<file path="src/rtl/parking_slot_if.sv">
// parking_slot_if: sensor inputs and occupancy/door/stat outputs of the parking slot manager
interface parking_slot_if #(
  parameter int NUM_SLOTS = 8
);
  localparam int SLOT_W = $clog2(NUM_SLOTS);
  logic                 enable;
  logic                 entry_sensor;
  logic                 exit_sensor;
  logic [SLOT_W-1:0]    exit_location;
  logic [NUM_SLOTS-1:0] occupancy;
  logic [SLOT_W:0]      free_count;
  logic [SLOT_W-1:0]    best_slot;
  logic                 best_valid;
  logic                 door_open;
  logic                 full_light;
  logic                 entry_rejected;
  logic                 exit_error;
  logic [15:0]          stat_entries;
  logic [15:0]          stat_exits;
  modport master (
    output enable, entry_sensor, exit_sensor, exit_location,
    input  occupancy, free_count, best_slot, best_valid, door_open, full_light,
           entry_rejected, exit_error, stat_entries, stat_exits
  );
  modport slave (
    input  enable, entry_sensor, exit_sensor, exit_location,
    output occupancy, free_count, best_slot, best_valid, door_open, full_light,
           entry_rejected, exit_error, stat_entries, stat_exits
  );
endinterface

</file>
<file path="src/rtl/parking_slot_manager.sv">
// parking_slot_manager: slot occupancy, lowest-free allocation and timed door; PARKING_STATS_EN adds entry/exit counters
module parking_slot_manager #(
  parameter int NUM_SLOTS = 8,
  parameter int SLOT_W    = $clog2(NUM_SLOTS),
  parameter int DOOR_HOLD = 4
) (
  input logic           clk,
  input logic           reset,
  parking_slot_if.slave bus
);
  typedef enum logic {IDLE, OPEN} door_state_t;
  door_state_t          state_q;
  logic [NUM_SLOTS-1:0] occ_q, occ_d, cand, grant;
  logic [SLOT_W:0]      free_q, free_d;
  logic [7:0]           timer_q;
  logic                 door_q, full_q, rej_q, err_q;
  logic                 in_range, exit_ok, entry_ok;
  logic [SLOT_W-1:0]    best;
  // Resolve the exit first so an entry in the same cycle can reuse the freed slot
  always_comb begin
    in_range = int'(bus.exit_location) < NUM_SLOTS;
    exit_ok  = bus.exit_sensor && in_range && occ_q[bus.exit_location];
    cand     = occ_q & ~(NUM_SLOTS'(exit_ok) << bus.exit_location);
    grant    = ~cand & (cand + NUM_SLOTS'(1));
    entry_ok = bus.entry_sensor && !(&cand);
    occ_d    = entry_ok ? (cand | grant) : cand;
    free_d   = free_q + (SLOT_W+1)'(exit_ok) - (SLOT_W+1)'(entry_ok);
  end
  // Lowest free slot of the registered occupancy, for the display
  always_comb begin
    best = '0;
    for (int i = NUM_SLOTS - 1; i >= 0; i--) if (!occ_q[i]) best = SLOT_W'(i);
  end
  // Occupancy, free count and event pulses all advance together
  always_ff @(posedge clk)
    if (reset) begin
      occ_q  <= '0;
      free_q <= (SLOT_W+1)'(NUM_SLOTS);
      full_q <= 1'b0;
      rej_q  <= 1'b0;
      err_q  <= 1'b0;
    end else if (bus.enable) begin
      occ_q  <= occ_d;
      free_q <= free_d;
      full_q <= free_d == '0;
      rej_q  <= bus.entry_sensor && !entry_ok;
      err_q  <= bus.exit_sensor && !exit_ok;
    end
  // Door: every accepted event (re)loads the hold timer, door drops when it runs out
  always_ff @(posedge clk)
    if (reset) begin
      state_q <= IDLE;
      timer_q <= '0;
      door_q  <= 1'b0;
    end else if (bus.enable) begin
      if (entry_ok || exit_ok) begin
        state_q <= OPEN;
        timer_q <= 8'(DOOR_HOLD);
        door_q  <= 1'b1;
      end else if (state_q == OPEN) begin
        timer_q <= timer_q - 8'd1;
        if (timer_q == 8'd1) begin
          state_q <= IDLE;
          door_q  <= 1'b0;
        end
      end
    end
`ifdef PARKING_STATS_EN
  logic [15:0] ent_q, ext_q;
  // Accepted entry/exit counters, wrapping at 16 bits
  always_ff @(posedge clk)
    if (reset) begin
      ent_q <= '0;
      ext_q <= '0;
    end else if (bus.enable) begin
      ent_q <= ent_q + 16'(entry_ok);
      ext_q <= ext_q + 16'(exit_ok);
    end
  assign bus.stat_entries = ent_q;
  assign bus.stat_exits   = ext_q;
`else
  assign bus.stat_entries = '0;
  assign bus.stat_exits   = '0;
`endif
  assign bus.occupancy      = occ_q;
  assign bus.free_count     = free_q;
  assign bus.best_slot      = best;
  assign bus.best_valid     = ~&occ_q;
  assign bus.door_open      = door_q;
  assign bus.full_light     = full_q;
  assign bus.entry_rejected = rej_q;
  assign bus.exit_error     = err_q;
endmodule

</file>
<file path="src/flat_wrapper.sv">
// flat-port wrapper written by rule: the top's interface ports become plain ports
module parking_slot_manager_flat 
#(
  parameter int NUM_SLOTS = 8,
  parameter int SLOT_W    = $clog2(NUM_SLOTS),
  parameter int DOOR_HOLD = 4
)
  (clk, reset, bus_enable, bus_entry_sensor, bus_exit_sensor, bus_exit_location, bus_occupancy, bus_free_count, bus_best_slot, bus_best_valid, bus_door_open, bus_full_light, bus_entry_rejected, bus_exit_error, bus_stat_entries, bus_stat_exits);
  parking_slot_if #(.NUM_SLOTS(NUM_SLOTS)) bus_i ();
  input logic clk;
  input logic reset;
  input wire logic [$bits(bus_i.enable)-1:0] bus_enable;
  input wire logic [$bits(bus_i.entry_sensor)-1:0] bus_entry_sensor;
  input wire logic [$bits(bus_i.exit_sensor)-1:0] bus_exit_sensor;
  input wire logic [$bits(bus_i.exit_location)-1:0] bus_exit_location;
  output wire logic [$bits(bus_i.occupancy)-1:0] bus_occupancy;
  output wire logic [$bits(bus_i.free_count)-1:0] bus_free_count;
  output wire logic [$bits(bus_i.best_slot)-1:0] bus_best_slot;
  output wire logic [$bits(bus_i.best_valid)-1:0] bus_best_valid;
  output wire logic [$bits(bus_i.door_open)-1:0] bus_door_open;
  output wire logic [$bits(bus_i.full_light)-1:0] bus_full_light;
  output wire logic [$bits(bus_i.entry_rejected)-1:0] bus_entry_rejected;
  output wire logic [$bits(bus_i.exit_error)-1:0] bus_exit_error;
  output wire logic [$bits(bus_i.stat_entries)-1:0] bus_stat_entries;
  output wire logic [$bits(bus_i.stat_exits)-1:0] bus_stat_exits;
  assign bus_i.enable = bus_enable;
  assign bus_i.entry_sensor = bus_entry_sensor;
  assign bus_i.exit_sensor = bus_exit_sensor;
  assign bus_i.exit_location = bus_exit_location;
  assign bus_occupancy = bus_i.occupancy;
  assign bus_free_count = bus_i.free_count;
  assign bus_best_slot = bus_i.best_slot;
  assign bus_best_valid = bus_i.best_valid;
  assign bus_door_open = bus_i.door_open;
  assign bus_full_light = bus_i.full_light;
  assign bus_entry_rejected = bus_i.entry_rejected;
  assign bus_exit_error = bus_i.exit_error;
  assign bus_stat_entries = bus_i.stat_entries;
  assign bus_stat_exits = bus_i.stat_exits;
  parking_slot_manager #(.NUM_SLOTS(NUM_SLOTS), .SLOT_W(SLOT_W), .DOOR_HOLD(DOOR_HOLD)) u_core (.clk(clk), .reset(reset), .bus(bus_i));
endmodule
</file>
<file path="config.mk">
export PLATFORM = sky130hd
export DESIGN_NAME = parking_slot_manager_flat
export DESIGN_NICKNAME = d
export VERILOG_FILES = /design/src/rtl/parking_slot_if.sv /design/src/rtl/parking_slot_manager.sv /design/src/flat_wrapper.sv
export SDC_FILE = /design/constraint.sdc
export NUM_CORES = 1
export LEC_CHECK = 0
export ABC_AREA = 1
export CORE_MARGIN = 1.5
export CORE_UTILIZATION = 40
export CTS_CLUSTER_SIZE = 20
export DETAILED_ROUTE_END_ITERATION = 8
export HOLD_SLACK_MARGIN = 0.05
export PLACE_DENSITY = 0.75
export SLEW_MARGIN = 40
export SYNTH_ARGS = -nofsm -noshare
export SYNTH_HDL_FRONTEND = slang
export SYNTH_SLANG_ARGS = --single-unit
</file>
<file path="constraint.sdc">
create_clock -name clk -period 4.1 [get_ports clk]
set_input_delay 0.41 -clock clk [delete_from_list [all_inputs] [get_ports clk]]
set_output_delay 0.41 -clock clk [all_outputs]
set_load 0.05 [all_outputs]
</file>
==> results.txt, run 1 <==
- Status: complete, no violations
* Unrepaired setup endpoints after global routing: no
* Library cell with the largest summed area after synthesis: dfxtp_1
- The synthesized netlist contains 30 unique library cells.
* IO Pins: 60
* Number of enable-type register cells in the synthesized netlist: 0
- Lkg Pwr: 0.890 nW
- Once detail routing completed, the nets flagged for antenna violations numbered 0.
* Worst setup EP type: flip-flop
* Die area: 0.00490 mm^2
- Critical path peak fanout: 7
- Once the clock tree was built, the setup fixing pass inserted 0 buffers.
- Final Non-Filler Cells: 341
* Via/cell ratio: 4.72
- The worst setup path is launched from a primary input.
- After detailed routing, the number of remaining DRC violations is 0.
- The clock reaches the later pin of the worst-skew pair after 0.27 ns.
* Final estimated routing congestion in global placement: 1.05
- Setup TNS: 0 ns
* Area Overhead vs Synth: 13.3%
- Synth area leaders: dfxtp_1, buf_4, nand2_1
* Number of search-and-repair iterations in the first detailed-routing pass: 4
* Maximum number of pins on one net before global-route repair: 21
- Overall global routing resource usage: 15.5%
- Worst-path clk slew: 0.09 ns
* Final count of negative-setup-slack endpoints: 0
- Num Clock Sinks: 25
- TritonCTS clock tree: done
- DR iter-0 viols: 60
- In the final layout, the share of cells above drive strength 1 is 6.23%.
- H-tree depth reported by CTS: 1
- The number of antenna diodes in the final layout is 0.
- Number of rows in the core area: 24
* Wire length of the first global-routing pass: 6420 um
- Fmax achieved: 284 MHz
* Endpoints failing hold: 0
* Crit share post-route: 85.8%
- Port buffering added 27 buffers.
- For this design the ratio of total power to cell area is 337 mW/mm^2.
- The worst pin sits at a relative slew slack of 55.3%.
* Number of global-route vias before repair: 1415
- Summed over all layers, the routed wires come to 3740 um.
- For this block, the via count after detailed routing is 1611.
- The most used flip-flop cell after synthesis is dfxtp_1.
- STA puts the critical path data required time at 4.31 ns.
* Post-synthesis async set-or-reset flop share: 0%
- Total of cells resized after clock tree synthesis: 0
* Synthesis Warnings: 0
* Nets@finish: 305
* Worst ir drop on vdd: 187 uV
* Worst setup skew after layout: 0.00524 ns
* Synthesized area per cell: 6.81 um^2
- In the final routed layout, each cell accounts on average for 11.0 um.
- Cell types with the highest counts after synthesis: nand2_1, buf_4, inv_1, nor2_1, dfxtp_1
- Hold-fix buffers at CTS: 0
- Starting utilization of the core area: 41.6%
* Total CTS buffers: 3
- In this run the standard cell core region covers 0.00432 mm^2.
* Die H: 70.0 um
* Max Slew Vio Count: 0
- Combined area of all synthesized cells: 0.00180 mm^2
- DP Cell Count: 337
- At the pin with the least slew margin, the transition time is 0.668 ns.
* Worst setup slack after layout: 0.581 ns
- The cell sitting at the root of the clock tree is a clkbuf_8.
- The clock passes through at most 2 buffers.
* Post-place setup slack: 0.338 ns
- Across the run, the number of max-cap violations was 0.
* Number of register bits inferred by synthesis: 25
- The die is 70.0 um wide.
* Class of the most critical setup path: primary input to flip-flop
- CP arrival: 3.73 ns
- DP HPWL: 2840 um
- In this run the worst hold path is classified as flip-flop to flip-flop.
- Final period demand of the worst path: 3.52 ns
* Most frequent cell after synthesis: nand2_1
- Sequential fraction of the synthesis area: 27.9%
- Fraction of the core area covered by cells at the end of the flow: 47.1%
- Number of antenna violations at the first check in global routing: 0
* Synth top area share: 27.9%
- Fill cell instance count of the final layout: 436
* Cell count after synthesis: 264
- Final global-route overflow total: 0
[area by class of cell]
class | count | area (um^2) | share of cell area [%]
Timing Repair Buffer | 27 | 270 | 13.3
Clock buffer | 3 | 41.3 | 2.03
Sequential cell | 25 | 500 | 24.6
Clock inverter | 1 | 5.00 | 0.246
Tap cell | 52 | 65.1 | 3.20
Inverter | 32 | 120 | 5.90
Multi-Input combinational cell | 201 | 1030 | 50.8
[metal layers]
metal	wire length [um]	GRT usage [%]	up-vias
li1	-	-	835
met1	1750	21.7	724
met2	1820	25.6	52
met3	174	1.88	0
met4	0	3.21	0
met5	0	0	-
[registers in the layout, summed over array words and instances, names as in the netlist]
signal / count
u_core.state_q: 1
u_core.bus.free_count: 4
u_core.bus.exit_error: 1
u_core.bus.door_open: 1
u_core.bus.occupancy: 8
u_core.bus.entry_rejected: 1
u_core.bus.full_light: 1
u_core.timer_q: 8
[cells by family after synthesis]
logic type,Yosys count,synth area share [%]
adders and majority gates,7,5.29
AOI/OAI and AO/OA,44,12.9
DFF,25,27.9
buffers and inverters,69,21.1
xor gates and xnor gates,8,3.90
other,1,0.209
and+or+nand+nor,110,28.8
[power by group]
group          switching (mW)  total, mW  internal (mW)
Sequential             0.0149      0.274          0.259
Combinational           0.194      0.265         0.0710
Clock                  0.0794      0.147         0.0680
[critical path, cell delays in order]
cell             delay [ns]
clkdlybuf4s50_1        0.53
inv_2                  0.16
nand2_1                0.07
nand3_1                0.08
nand2_1                0.06
nand2_2                0.07
nand2_2                0.09
nand4_1                0.11
nor2_1                 0.06
nor2_1                 0.13
nand2_1                0.08
nor2_1                 0.18
nand2_2                0.10
nand2_4                0.10
inv_1                  0.05
ha_1                   0.26
inv_1                  0.04
ha_1                   0.20
fa_1                   0.39
xnor2_1                0.16
nand2_1                0.08
nor3_1                 0.15
a21oi_1                0.06
nor2_1                 0.10
[path summary, 6_finish.rpt]
kind / from / end / slack [ns] / cells after the start
worst min register to register: u_core.bus.entry_rejected / u_core.bus.entry_rejected / 0.48 / 2
worst min-delay path: u_core.bus.entry_rejected / u_core.bus.entry_rejected / 0.48 / 2
worst max-delay path: bus_exit_location[0] / u_core.bus.full_light / 0.58 / 24
worst max register to register: u_core.bus.occupancy[4] / u_core.bus.full_light / 0.91 / 23
[per-stage QoR]
step                      cell area, um^2  hold slack, ns  power (mW)
after detailed placement             1990           0.466       0.543
after CTS                            2040           0.484       0.689
after global placement               1990           0.460       0.539
final                                2040           0.477       0.686
after floorplan                      1910           0.453       0.509
after global routing                 2040           0.518       0.724
[cells in the final DEF, fill, tap and decap left out]
cell type        instances
fa_1                     1
a21oi_1                 24
clkbuf_8                 3
nand2_1                 45
conb_1                  32
nor3_1                   4
o21ai_0                 14
xor2_1                   3
clkinv_2                 1
nor2_8                   1
clkdlybuf4s50_1         27
nand3_1                 11
nand2_4                  2
o21a_1                   1
nand4_1                  6
xnor2_1                  5
o211ai_1                 1
a311oi_1                 1
a31oi_1                  2
o21ai_1                  1
dfxtp_1                 25
inv_2                    1
inv_1                   31
nand3_2                  1
nor4_1                   2
nand2_2                  6
nor2_1                  29
nor2_4                   1
nor2_2                   2
ha_1                     6
No activity file was read; power rests on OpenSTA's default activity.
==> run 2: changes to the inputs <==
--- a/config.mk
+++ b/config.mk
@@ -11,7 +11,7 @@
 export CTS_CLUSTER_SIZE = 20
 export DETAILED_ROUTE_END_ITERATION = 8
 export HOLD_SLACK_MARGIN = 0.05
-export PLACE_DENSITY = 0.75
+export PLACE_DENSITY = 0.71
 export SLEW_MARGIN = 40
 export SYNTH_ARGS = -nofsm -noshare
 export SYNTH_HDL_FRONTEND = slang
==> results.txt, run 2 (synthesized netlist as in run 1, its figures left out) <==
- The run finished with clean final reports.
- The final number of max-transition violations is 0.
- Wire length of the first global-routing pass: 6220 um
- Walking the worst path, the cells encountered are clkdlybuf4s50_1 -> inv_2 -> nand2_1 -> nand3_1 -> nand2_1 -> nand2_2 -> nand2_2 -> nand4_1 -> nor2_1 -> nor2_2 -> nand2_1 -> nor2_1 -> nand2_2 -> nand2_4 -> inv_1 -> ha_1 -> inv_1 -> ha_1 -> fa_1 -> xnor2_1 -> nand2_1 -> nor3_1 -> a21oi_1 -> nor2_1.
- Final period demand of the worst path: 3.48 ns
- TritonCTS built the clock tree.
- Number of antenna violations at the first check in global routing: 0
- The floorplan has 24 rows.
* Worst setup slack after layout: 0.615 ns
* Crit share post-route: 85.0%
- The share of total power dissipated in sequential elements is 40.4%.
* Number of global-route vias before repair: 1373
- Static timing analysis puts the maximum clock frequency at 287 MHz.
- Root buffer selected by CTS: clkbuf_8
- Routability-driven placement finished with a final weighted congestion of 0.883.
- Via/cell ratio: 4.70
- In the routed design, unresolved DRC markers number 0.
- Non-Filler Cell Area, Final: 0.00203 mm^2
- Fraction of layout cells with a size suffix above 1: 5.88%
- Post-CTS Setup Bufs: 0
* Placed Area: 0.00199 mm^2
- On the final layout, the worst clock skew is 0.00308 ns.
- Die extent in x: 70.0 um
* Actual transition at the worst max-transition pin: 0.673 ns
* Top cell by count, worst path: nand2_1
- Starting utilization of the core area: 41.6%
- DR iter-0 viols: 58
- Setup repair after global routing left no endpoint under its margin.
* Crit path required time: 4.30 ns
- Internal power: 399 uW
* Final count of negative-setup-slack endpoints: 0
- The analysis attributes to net switching a power of 279 uW.
- Ant. Diodes: 0
- Die area: 0.00490 mm^2
- Total of cells resized after clock tree synthesis: 0
- Cell with the largest stage delay on the worst path: clkdlybuf4s50_1
- Commonest non-fill, non-tap cell in the layout: nand2_1
* Total CTS buffers: 3
* Commonest cells after routing, fill and taps aside: nand2_1, conb_1, inv_1
- After detailed routing, the average wire length per cell comes to 10.5 um.
- DP HPWL: 2780 um
* Num Clock Sinks: 25
- Number of search-and-repair iterations in the first detailed-routing pass: 4
- Across every metal layer, demand over resource in global routing totals 15.2%.
* Worst setup EP type: flip-flop
* Class of the most critical setup path: primary input to flip-flop
- Maximum number of pins on one net before global-route repair: 21
- After clock tree synthesis, the clock-pin slew on the worst setup and hold paths is 0.08 ns.
* Clock share of power: 20.8%
* Wirelength, routed: 3570 um
- The path class of the tightest hold or removal check is flip-flop to flip-flop.
- Lkg Pwr: 0.887 nW
- Sequential standard cell area: 500 um^2
- Share of total power consumed by net switching: 41.1%
- Worst max-slew margin expressed relative to the limit: 55.0%
- Via Count: 1603
- Slowest stage delay, CP: 0.54 ns
- H-tree depth reported by CTS: 1
- Post-place setup slack: 0.376 ns
- The total count of hold-check failures in the final report is 0.
* Hold-fix buffers at CTS: 0
- Share of total power in combinational logic: 38.9%
- The area growth from synthesis to layout is 13.2%.
* IO Pins: 60
- The floorplan step set the die height to 70.0 um.
- Buffers placed on the I/O ports in this run total 27.
- Setup TNS: 0 ns
- In this run the remaining antenna-violating nets after routing total 0.
- The floorplan step defined a core boundary enclosing 0.00432 mm^2.
- Counting the fill cells in the layout gives 462.
- Dividing total power by cell area gives a power density of 333 mW/mm^2.
* CP arrival: 3.69 ns
* Critical path startpoint category: primary input
* Multi-input combinational cell area: 0.00103 mm^2
- Nets@finish: 305
- Worst ir drop on vdd: 208 uV
* Cell type group with the largest total delay on the critical path: simple AND/OR/NAND/NOR gates
- Along the worst path, the maximum fanout reaches 7.
* Final global-route overflow total: 0
- Clock latency of the later-clocked register in the worst-skew pair: 0.26 ns
- Max-cap violations in this run came to 0.
- Total buffers and inverters traversed by the critical path: 4
* Max clock buf depth: 2
## run 2: area by class of cell
cell class              count  area share (%)
inverters                  32            5.90
repair buffers             27            13.3
multi-input cells         201            50.8
well taps                  52            3.20
flip-flops and latches     25            24.6
clock buffers               4            2.21
## run 2: power groups by stage
stage	Combinational, mW	Clock [mW]	Sequential, mW
final	0.263	0.141	0.273
after global routing	0.286	0.160	0.276
after CTS	0.263	0.148	0.274
after detailed placement	0.262	0	0.279
after global placement	0.263	0	0.279
after floorplan	0.190	0	0.319
## run 2: metal layers
metal / part of all wire [%] / vias to the layer above / routed length, um / GRT usage [%]
met1: 50 / 713 / 1790 / 22.1
met2: 44 / 54 / 1580 / 22.9
met3: 4.7 / 2 / 168 / 3.03
met5: 0 / - / 0 / 0
met4: 0.76 / 0 / 27 / 4.27
li1: - / 834 / - / -
## run 2: metrics by stage
stage	instances	util (%)	total power, mW	hold slack [ns]
after CTS	341	47.0	0.685	0.480
final	341	47.0	0.678	0.476
after global placement	337	46.0	0.542	0.458
after global routing	341	47.0	0.722	0.509
after floorplan	295	-	0.509	0.453
after detailed placement	337	46.0	0.542	0.465
## run 2: worst register-to-register path, stage by stage (launching register included)
cell	delay [ns]
dfxtp_1	0.35
inv_1	0.15
nand2_1	0.07
nand3_1	0.08
nand2_1	0.06
nand2_2	0.07
nand2_2	0.08
nand4_1	0.11
nor2_1	0.06
nor2_2	0.12
nand2_1	0.09
nor2_1	0.16
nand2_2	0.10
nand2_4	0.10
inv_1	0.05
ha_1	0.26
inv_1	0.04
ha_1	0.19
fa_1	0.38
xnor2_1	0.16
nand2_1	0.08
nor3_1	0.16
a21oi_1	0.06
nor2_1	0.10
## run 2: final timing paths
check	start	end	slack, ns	cells after the start
max	bus_exit_location[0]	u_core.bus.full_light	0.62	24
min	u_core.bus.entry_rejected	u_core.bus.entry_rejected	0.48	2
max reg2reg	u_core.bus.occupancy[1]	u_core.bus.full_light	0.96	23
min reg2reg	u_core.bus.entry_rejected	u_core.bus.entry_rejected	0.48	2
==> run 3: changes to the inputs <==
==> constraint.sdc (replaced) <==
create_clock -name clk -period 3.6 [get_ports clk]
set_input_delay 0.36 -clock clk [delete_from_list [all_inputs] [get_ports clk]]
set_output_delay 0.36 -clock clk [all_outputs]
set_load 0.05 [all_outputs]
==> results.txt, run 3 (synthesized netlist as in run 1, its figures left out) <==
- The flow ran to the end, and the final reports show no timing, DRC or antenna violations.
- Detailed placement finished with a half-perimeter wire length of 2960 um.
- Wire length of the first global-routing pass: 6490 um
- Buffers inserted to repair hold after CTS numbered 0.
- In the final routed layout, each cell accounts on average for 10.5 um.
* Path type of the worst min-delay path: flip-flop to flip-flop
* Max clock buf depth: 2
* H-tree depth reported by CTS: 1
- Die extent in x: 70.0 um
- Once the floorplan was initialized, standard cells occupied 41.6% of the core.
- CP arrival: 3.46 ns
- Summed over all layers, the global routing overflow is 0.
- Via Count: 1651
* Overall global routing resource usage: 15.9%
* IO Pins: 60
- Total of cells resized after clock tree synthesis: 0
- The first routing iteration left 63 violations.
- IR analysis of the VDD net gives a maximum drop of 300 uV.
* Commonest non-fill, non-tap cell in the layout: nand2_1
* Commonest cells after routing, fill and taps aside: nand2_1, conb_1, inv_1
- Number of rows in the core area: 24
* Net switching power of the design: 325 uW
- Compared with the post-synthesis result, the final layout area differs by 17.6%.
* Ant. Diodes: 0
- Share of total power in combinational logic: 39.2%
* Nets@finish: 315
* Max Slew Vio Count: 0
- The worst setup path is captured at a flip-flop.
- After layout, the worst path uses 90.3% of the clock period.
- In this run the post-CTS setup repair buffer count came out at 0.
- CTS placed an instance of clkbuf_8 at the clock tree root.
- Final period demand of the worst path: 3.25 ns
- By instance count, the cell type seen most on the critical path is nand2_2.
* Critical Path, Cell by Cell: clkdlybuf4s50_1 -> inv_2 -> nand2_1 -> nand3_1 -> nand2_1 -> nand2_2 -> nand2_2 -> nand4_1 -> nor2_1 -> nor2_1 -> nand2_2 -> nor2_4 -> nand2_2 -> nand2_4 -> inv_1 -> ha_1 -> inv_1 -> ha_1 -> fa_1 -> xnor2_1 -> nand2_1 -> nor3_1 -> a21oi_1 -> nor2_1
* Class of the most critical setup path: primary input to flip-flop
* Cell with the largest stage delay on the worst path: clkdlybuf4s50_1
* Clock latency of the later-clocked register in the worst-skew pair: 0.27 ns
- Dividing the detail-routed via count by the number of cells gives 4.70.
* Core ar.: 0.00432 mm^2
* Worst max-slew margin expressed relative to the limit: 66.0%
- Per report_power, the sequential group accounts for 39.7% of the total.
- Port buffering added 27 buffers.
- Non-Filler Cell Area, Final: 0.00211 mm^2
* Maximum number of pins on one net before global-route repair: 21
- Die area: 0.00490 mm^2
* Cell Pwr Density: 372 mW/mm^2
* Number of antenna violations at the first check in global routing: 0
- Adding up every negative setup slack in the final design gives 0 ns.
* Final estimated routing congestion in global placement: 0.877
* Number of search-and-repair iterations in the first detailed-routing pass: 5
- The clock drives 25 sinks.
- Endpoints failing hold: 0
* Worst-path clk slew: 0.09 ns
- Internal power: 460 uW
* Wirelength, routed: 3700 um
- At the pin with the least slew margin, the transition time is 0.508 ns.
* DRC violation count after routing: 0
- Setup repair after global routing left no endpoint under its margin.
- Fmax achieved: 308 MHz
- For this run, the slowest stage of the critical path takes 0.50 ns.
- For the worst setup path, the data required time is 3.81 ns.
- Final count of negative-setup-slack endpoints: 0
- Fraction of layout cells with a size suffix above 1: 9.70%
* Critical path peak fanout: 6
- Number of global-route vias before repair: 1477
- TritonCTS clock tree: done
- The tool flagged a number of max-cap violations equal to 0.
- Lkg Pwr: 0.939 nW
- Share of total power consumed by net switching: 41.4%
- Critical path startpoint category: primary input
* Worst setup skew after layout: 0.00555 ns
- In this run, CTS created clock tree buffers numbering 3.
- Measured along the y axis, the die boundary spans 70.0 um.
- Antenna Nets Post-Route: 0
- Once placement finished, the instance area stood at 0.00206 mm^2.
* Clock share of power: 21.1%
## run 3: changes by cell type in the layout (fill, tap and decap cells not counted)
cell,before,now
buf_4,0,10
clkinv_2,0,1
nor2_1,29,28
nor2_2,2,3
clkbuf_1,1,0
## run 3: metal layers
metal	part of all wire (%)	wire [um]	track usage, %
met2	48	1760	27.2
met5	0	0	0
met4	1.2	44	5.34
met1	47	1740	19.9
met3	4.1	150	3.17
## run 3: power by group through the flow
stage / combinational (mW) / sequential [mW] / clock, mW
after floorplan: 0.217 / 0.363 / 0
after global placement: 0.307 / 0.318 / 0
after detailed placement: 0.308 / 0.318 / 0
after CTS: 0.308 / 0.312 / 0.175
after global routing: 0.332 / 0.315 / 0.185
final: 0.308 / 0.311 / 0.166
## run 3: critical path, delay by kind of cell
family	cells	cell delay, ns
fa+ha+maj	3	0.83
compound gates	1	0.06
xor+xnor	1	0.16
simple gates	15	1.35
buf+inv	4	0.72
## run 3: final timing paths
path / start / to / slack [ns] / depth (start not counted)
setup / recovery: bus_exit_location[0] / u_core.bus.full_light / 0.35 / 24
hold / removal: u_core.bus.entry_rejected / u_core.bus.entry_rejected / 0.48 / 2
setup reg to reg: u_core.bus.occupancy[4] / u_core.bus.full_light / 0.59 / 23
hold reg to reg: u_core.bus.entry_rejected / u_core.bus.entry_rejected / 0.48 / 2
## run 3: through the flow
stage | utilization, % | std cells | setup slack, ns | hold slack [ns] | power [mW]
2_1_floorplan | - | 295 | 0.543 | 0.453 | 0.579
3_3_place_gp | 47.7 | 347 | 0.106 | 0.459 | 0.625
3_5_place_dp | 47.7 | 347 | 0.0233 | 0.458 | 0.625
4_1_cts | 48.8 | 351 | 0.314 | 0.477 | 0.795
5_1_grt | 48.9 | 351 | 0.0109 | 0.523 | 0.832
6_report | 48.9 | 351 | 0.349 | 0.475 | 0.785
## run 3: cell type report
cell class | instances | area (um^2)
Inverter | 32 | 120
Clock inverter | 1 | 5.00
Fill cell | 455 | 2210
Timing Repair Buffer | 37 | 345
Clock buffer | 3 | 41.3
Tap cell | 52 | 65.1
Multi-Input combinational cell | 201 | 1040
Sequential cell | 25 | 500
